--- src/rtl/bus_dma_master.sv ---
// rtl/bus_dma_master.sv - word-copy DMA engine acting as a second data-bus master
// Reads one word, writes it, and repeats; the bus is held only while gnt is high.
module bus_dma_master #(
  parameter int          READ_LATENCY = 0,
  parameter logic [31:0] MEM_LIMIT    = 32'h4000_0000
) (
  input  logic        clk,
  input  logic        reset,
  input  logic        start,
  input  logic [31:0] src_addr,
  input  logic [31:0] dst_addr,
  input  logic [15:0] word_count,
  output logic        busy,
  output logic        done,
  output logic        error,
  output logic        bus_req,
  input  logic        bus_gnt,
  output logic        bus_enable,
  output logic        bus_write_enable,
  output logic [31:0] bus_address,
  output logic [31:0] bus_wdata,
  input  logic [31:0] bus_rdata
);

  localparam logic [2:0] ST_IDLE  = 3'd0;
  localparam logic [2:0] ST_READ  = 3'd1;
  localparam logic [2:0] ST_RWAIT = 3'd2;
  localparam logic [2:0] ST_WRITE = 3'd3;
  localparam logic [2:0] ST_DONE  = 3'd4;

  logic [2:0]  state_q, state_d;
  // Bit 32 records a carry out of the 32-bit address so a wrapped pointer
  // still compares as out of range instead of restarting at zero.
  logic [32:0] src_q, src_d;
  logic [32:0] dst_q, dst_d;
  logic [15:0] rem_q, rem_d;
  logic [31:0] buf_q, buf_d;
  logic        err_q, err_d;

  logic src_oob, dst_oob;
  logic rd_acc, wr_acc;

  assign src_oob = (src_q >= {1'b0, MEM_LIMIT});
  assign dst_oob = (dst_q >= {1'b0, MEM_LIMIT});

  assign rd_acc = (state_q == ST_READ)  && !src_oob && bus_gnt;
  assign wr_acc = (state_q == ST_WRITE) && !dst_oob && bus_gnt;

  always_comb begin
    state_d = state_q;
    src_d   = src_q;
    dst_d   = dst_q;
    rem_d   = rem_q;
    buf_d   = buf_q;
    err_d   = err_q;
    case (state_q)
      ST_IDLE: begin
        if (start) begin
          src_d   = {1'b0, src_addr & 32'hFFFF_FFFC};
          dst_d   = {1'b0, dst_addr & 32'hFFFF_FFFC};
          rem_d   = word_count;
          err_d   = 1'b0;
          state_d = (word_count == 16'd0) ? ST_DONE : ST_READ;
        end
      end
      ST_READ: begin
        if (src_oob) begin
          err_d   = 1'b1;
          state_d = ST_DONE;
        end else if (bus_gnt) begin
          if (READ_LATENCY == 0) begin
            buf_d   = bus_rdata;
            state_d = ST_WRITE;
          end else begin
            state_d = ST_RWAIT;
          end
        end
      end
      ST_RWAIT: begin
        buf_d   = bus_rdata;
        state_d = ST_WRITE;
      end
      ST_WRITE: begin
        if (dst_oob) begin
          err_d   = 1'b1;
          state_d = ST_DONE;
        end else if (bus_gnt) begin
          src_d   = src_q + 33'd4;
          dst_d   = dst_q + 33'd4;
          rem_d   = rem_q - 16'd1;
          state_d = (rem_q == 16'd1) ? ST_DONE : ST_READ;
        end
      end
      ST_DONE: begin
        state_d = ST_IDLE;
      end
      default: begin
        state_d = ST_IDLE;
      end
    endcase
  end

  always_ff @(posedge clk) begin
    if (reset) begin
      state_q <= ST_IDLE;
      src_q   <= 33'd0;
      dst_q   <= 33'd0;
      rem_q   <= 16'd0;
      buf_q   <= 32'd0;
      err_q   <= 1'b0;
    end else begin
      state_q <= state_d;
      src_q   <= src_d;
      dst_q   <= dst_d;
      rem_q   <= rem_d;
      buf_q   <= buf_d;
      err_q   <= err_d;
    end
  end

  assign busy             = (state_q != ST_IDLE);
  assign done             = (state_q == ST_DONE);
  assign error            = err_q;
  assign bus_req          = (state_q == ST_READ) || (state_q == ST_RWAIT) || (state_q == ST_WRITE);
  assign bus_enable       = rd_acc || wr_acc;
  assign bus_write_enable = wr_acc;
  assign bus_address      = rd_acc ? src_q[31:0] : (wr_acc ? dst_q[31:0] : 32'd0);
  assign bus_wdata        = wr_acc ? buf_q : 32'd0;

endmodule

--- config.mk ---
export PLATFORM = sky130hd
export DESIGN_NAME = bus_dma_master
export DESIGN_NICKNAME = d
export VERILOG_FILES = /design/src/rtl/bus_dma_master.sv
export SDC_FILE = /design/constraint.sdc
export NUM_CORES = 1
export LEC_CHECK = 0
export ABC_CLOCK_PERIOD_IN_PS = 5400
export CORE_MARGIN = 10
export CORE_UTILIZATION = 53
export DETAILED_ROUTE_END_ITERATION = 12
export HOLD_SLACK_MARGIN = 0.02
export PLACE_DENSITY_LB_ADDON = 0.2
export SETUP_SLACK_MARGIN = 0.15
export SLEW_MARGIN = 20
export SYNTH_ARGS = -nofsm -noshare
export SYNTH_HDL_FRONTEND = slang
export SYNTH_SLANG_ARGS = --single-unit
--- constraint.sdc ---
create_clock -name clk -period 5.4 [get_ports clk]
set_input_delay 1.08 -clock clk [delete_from_list [all_inputs] [get_ports clk]]
set_output_delay 1.08 -clock clk [all_outputs]
set_load 0.05 [all_outputs]
# Word-level counts from Yosys, hierarchy flattened
# Index checks and enable logic that the tools add are counted.
# classes
add_sub_neg	3
n_lt_le_gt_ge	2
eq_ne	14
muxes	30
n_reduce_logical	19
# ops
cell	count
$mux 33	6
$mux 32	5
$pmux 33 s2	2
$add 33x3->33 const B	2
$ge 33x31->1 const B	2
$pmux 32 s2	1
$mux 16	3
$pmux 16 s2	1
$mux 3	7
$eq 16x1->1 const B	1
$logic_not 16->1	1
$sub 16x1->16 const B	1
$ne 2x2->1 const B	7
$pmux 3 s4	1
$reduce_and 4->1	2
$eq 3x2->1 const B	2
$ne 3x3->1 const B	2
$reduce_and 3->1	2
$reduce_bool 3->1	2
$logic_and 1x1->1	4
$reduce_bool 2->1	2
$eq 3x1->1 const B	1
$eq 3x3->1 const B	1
$logic_not 3->1	1
other kinds (4)	9
# totals
regBits	118
in_bits	116
out_inout_bits	70
elab_cells	74

# Depth between registers and ports, before layout
# depth
word_depth	6
ltp_mapped	9
ltp_nobuf	6

# Least setup slack after synthesis
# No wires, ideal clock.
# synth_path
path_kind	input to output
start	in bus_gnt
end	out bus_address[21]
arrival_ns	2.873
required_time_ns	4.320
slack_ns	1.447
path_stages	5
n_path_buf	1
path_cell_list	nor4b_4 nand2_1 clkinv_1 clkbuf_1 a22o_1
# synth_via
elab_chain_len	3
elab_cells_between_ends	4
classes_between	2 x mux; 2 x reduce/logical
# synth_rtl
item	line_no	text
start: declaration	17	input logic bus_gnt,
$logic_and 1x1->1	47	assign wr_acc = (state_q == ST_WRITE) && !dst_oob && bus_gnt;
net bus_write_enable	19	output logic bus_write_enable,
$mux 32 (2 in series)	127	assign bus_address = rd_acc ? src_q[31:0] : (wr_acc ? dst_q[31:0] : 32'd0);
end: declaration	20	output logic [31:0] bus_address,
# The timed path passes the listed nets, and every way through them passes these cells.

# Worst setup path after layout
# layout_path
start	in bus_gnt
end	out bus_address[24]
# layout_via
elab_chain_len	3
elab_cells_between_ends	4
classes_between	2 x mux; 2 x reduce/logical
# layout_rtl
item	line_no
$logic_and 1x1->1	47
$mux 32	127
$mux 32 (*)	127
# Mark *: on every way between the ends. The rest lies on a longest branch, timed or not.

==> flow_metrics.tcl <==
set metrics [dict create \
    cap_violations 0 \
    cts_hold_buf 0 \
    synth_edf_count 0 \
    insertion_delay_ns 0.42 \
    worst_pin_slew_ns 1.08 \
    cts_buffers 17 \
    hold_path.class "reg2reg" \
    end_kind "primary output" \
    async_flop_share_pct 0 \
    syn_area_mm2 0.00685 \
    yosysUniqueCellTypes 69 \
    final_area_mm2 0.00953 \
    yosysWarnings 0 \
    cp.arrival_ns 3.25 \
    r2r_cells 5 \
    io_pins 186 \
    period_needed_ns 4.33 \
    grt_antenna_before_repair 0 \
    drt_iter0_markers 1030 \
    switchingPower_mw 1.04 \
    start_util_pct 54.3 \
    ctsResizeCount 0 \
    grt_pass1_vias 7412 \
    finClkSkew_ns 0.00738 \
    die_area_mm2 0.0179 \
    clkPwrFrac_pct 38.0 \
    seq_power_share_pct 35.2 \
    setup_viol 0 \
    path_class "in2out" \
    grt_max_degree 112 \
    swShare_pct 33.6 \
    core_mm2 0.0126 \
    diodes 0 \
    timing.setup.tns_ns 0 \
    status "complete, no violations" \
    power_density_mw_per_mm2 326 \
    fp.dieH_um 134 \
    cts_num_sinks 114 \
    timing.fmax_mhz 231 \
    required_ns 4.32 \
    grt_setup_unrepaired "no" \
    slew_violations 0 \
    post-cts-setup-buffer-count 0 \
    io_buffers 177 \
    slew_headroom_pct 28.0 \
    grt_usage_pct 25.2 \
    syn_avg_cell_area_um2 7.37 \
    area_growth_pct 39.0 \
    start_kind "input pin" \
    wl_per_cell_um 18.9 \
    cpMostUsedCell "buf_4" \
    clkTransAtPathRegs_ns 0.05 \
    combPwrFrac_pct 26.9 \
    final_antenna_net_count 0 \
    worst_path_largest_cell_delay_ns 0.53 \
    clock_tree.root_cell "clkbuf_16" \
    overflow 0 \
    fin_crit_sh_pct 80.1 \
    nets 1180 \
    drc 0 \
    cts_tree "done" \
    worstPathMaxFanout 28 \
    hold_viol 0 \
    die_w_um 134 \
    yosysSeqAreaShare_pct 33.3 \
    rrSetupSlack_ns 2.02 \
    ir_worst_vdd_mv 0.270 \
    cpMaxStageDelayCell "clkdlybuf4s50_1" \
    place_hpwl_mm 15.7 \
    dpl_cell_area_mm2 0.00891 \
    vias_per_cell 6.21 \
    grt_pass1_wl_mm 37.3 \
    min_path_cells 2 \
    routabilityCongestion 0.888 \
    p_int_mw 2.06 \
    cts.path.max_buffers 2 \
    h-tree-depth 4 \
    dr.pass1.iters 8 \
    synth_flop_cell "dfxtp_1" \
    path_cells "clkdlybuf4s50_1, nor4b_4, buf_4, nand2_1, clkinv_1, buf_4, a22o_1, buf_12" \
    synth-seq-cells 114 \
    leakage_nw 3.58 \
    core.rowCount 41 \
    synth_cells 930 \
    drive_gt1_share_pct 9.24 \
    finalWirelength_mm 23.5 \
    num_vias 7714 \
]
## flip-flops by register name, summed over array words and instances (netlist names)
signal   cells
dst_q       31
rem_q       16
buf_q       32
src_q       31
error        1
state_q      3
## synth_stat cells, types with 6 or more instances
library cell    n  area (um^2)
a211oi_1       16          120
nand3_1        30          150
o22ai_1         7         43.8
nor4_1         12         75.1
nor2_1         77          289
a21oi_1        97          485
and4_1          8         70.1
buf_1           8         30.0
nand4_1        21          131
dfxtp_1       114         2280
ha_1            6         75.1
nand2_1       146          548
a311oi_1        9         78.8
or3_1           7         43.8
nor3_1         21          105
o31ai_1         7         52.6
buf_2          21          105
a21o_1          6         45.0
a31oi_1        20          125
o21ai_0        48          240
a22o_1         29          254
and3_1         47          294
a22oi_1         8         60.1
inv_1          12         45.0
clkbuf_1       50          188
## power groups by stage
stage / Combinational, mW / Clock [mW] / Sequential (mW)
4_1_cts: 0.826 / 1.18 / 1.09
2_1_floorplan: 0.566 / 0 / 1.06
6_report: 0.834 / 1.18 / 1.09
3_5_place_dp: 0.820 / 0 / 1.10
3_3_place_gp: 0.807 / 0 / 1.10
5_1_grt: 0.911 / 1.22 / 1.11
## final cells by class
cell class	instances	area (um^2)
multi-input cells	722	4210
clock inverters	10	130
inverters	13	48.8
flip-flops and latches	114	2280
fillers	974	3090
clock buffers	22	484
well taps	172	215
repair buffers	190	2160
## stage by stage
step / power, mW / hold slack [ns] / utilization (%) / setup slack, ns / cells
after floorplan: 1.63 / 0.427 / - / 1.45 / 933
after global placement: 1.91 / 0.433 / 70.6 / 1.15 / 1211
after detailed placement: 1.92 / 0.439 / 70.6 / 1.14 / 1211
after CTS: 3.09 / 0.446 / 75.5 / 1.12 / 1243
after global routing: 3.24 / 0.458 / 75.5 / 0.978 / 1243
final: 3.11 / 0.444 / 75.5 / 1.07 / 1243
## cell families (layout without fill, tap and decap cells)
group                      count (synthesis)  in the layout  share of synthesized area, %
DFF                                      114            114                          33.3
buffers and inverters                     97            235                          5.97
other                                      1              4                        0.0547
muxes                                      4              4                         0.602
AOI/OAI and AO/OA                        297            297                          28.4
adders and majority gates                  6              6                          1.10
and+or+nand+nor                          411            411                          30.6
## final timing paths
| check | from | end |
|---|---|---|
| setup / recovery | bus_gnt | bus_address[24] |
| hold / removal | buf_q[6] | buf_q[6] |
| setup reg to reg | state_q[0] | src_q[32] |
| hold reg to reg | buf_q[6] | buf_q[6] |
## routing by layer
layer | up-vias | track usage, % | wire [um]
met3 | 50 | 10.3 | 2690
met5 | - | 0 | 0
li1 | 3694 | - | -
met2 | 430 | 40.6 | 11000
met4 | 0 | 10.3 | 610
met1 | 3540 | 29.1 | 9190
## worst max-delay path: cells and delay by family
| family | cells | cell delay (ns) |
|---|---|---|
| and+or+nand+nor | 2 | 0.32 |
| AOI/OAI and AO/OA | 1 | 0.28 |
| buffers and inverters | 5 | 1.55 |
## placed cells by master, fill, tap and decap left out, drive strengths merged, types with 20 or more instances in the layout
cell type	synthesis	routed
nand2	146	146
buf	34	43
nand3	31	31
nor2	77	77
o21ai	49	49
nand4	22	22
dfxtp	114	114
a22o	29	29
clkbuf	50	22
a21oi	97	97
nor3	21	21
clkdlybuf4s50	0	147
and3	47	47
a31oi	20	20
(Power assumes the default switching activity.)
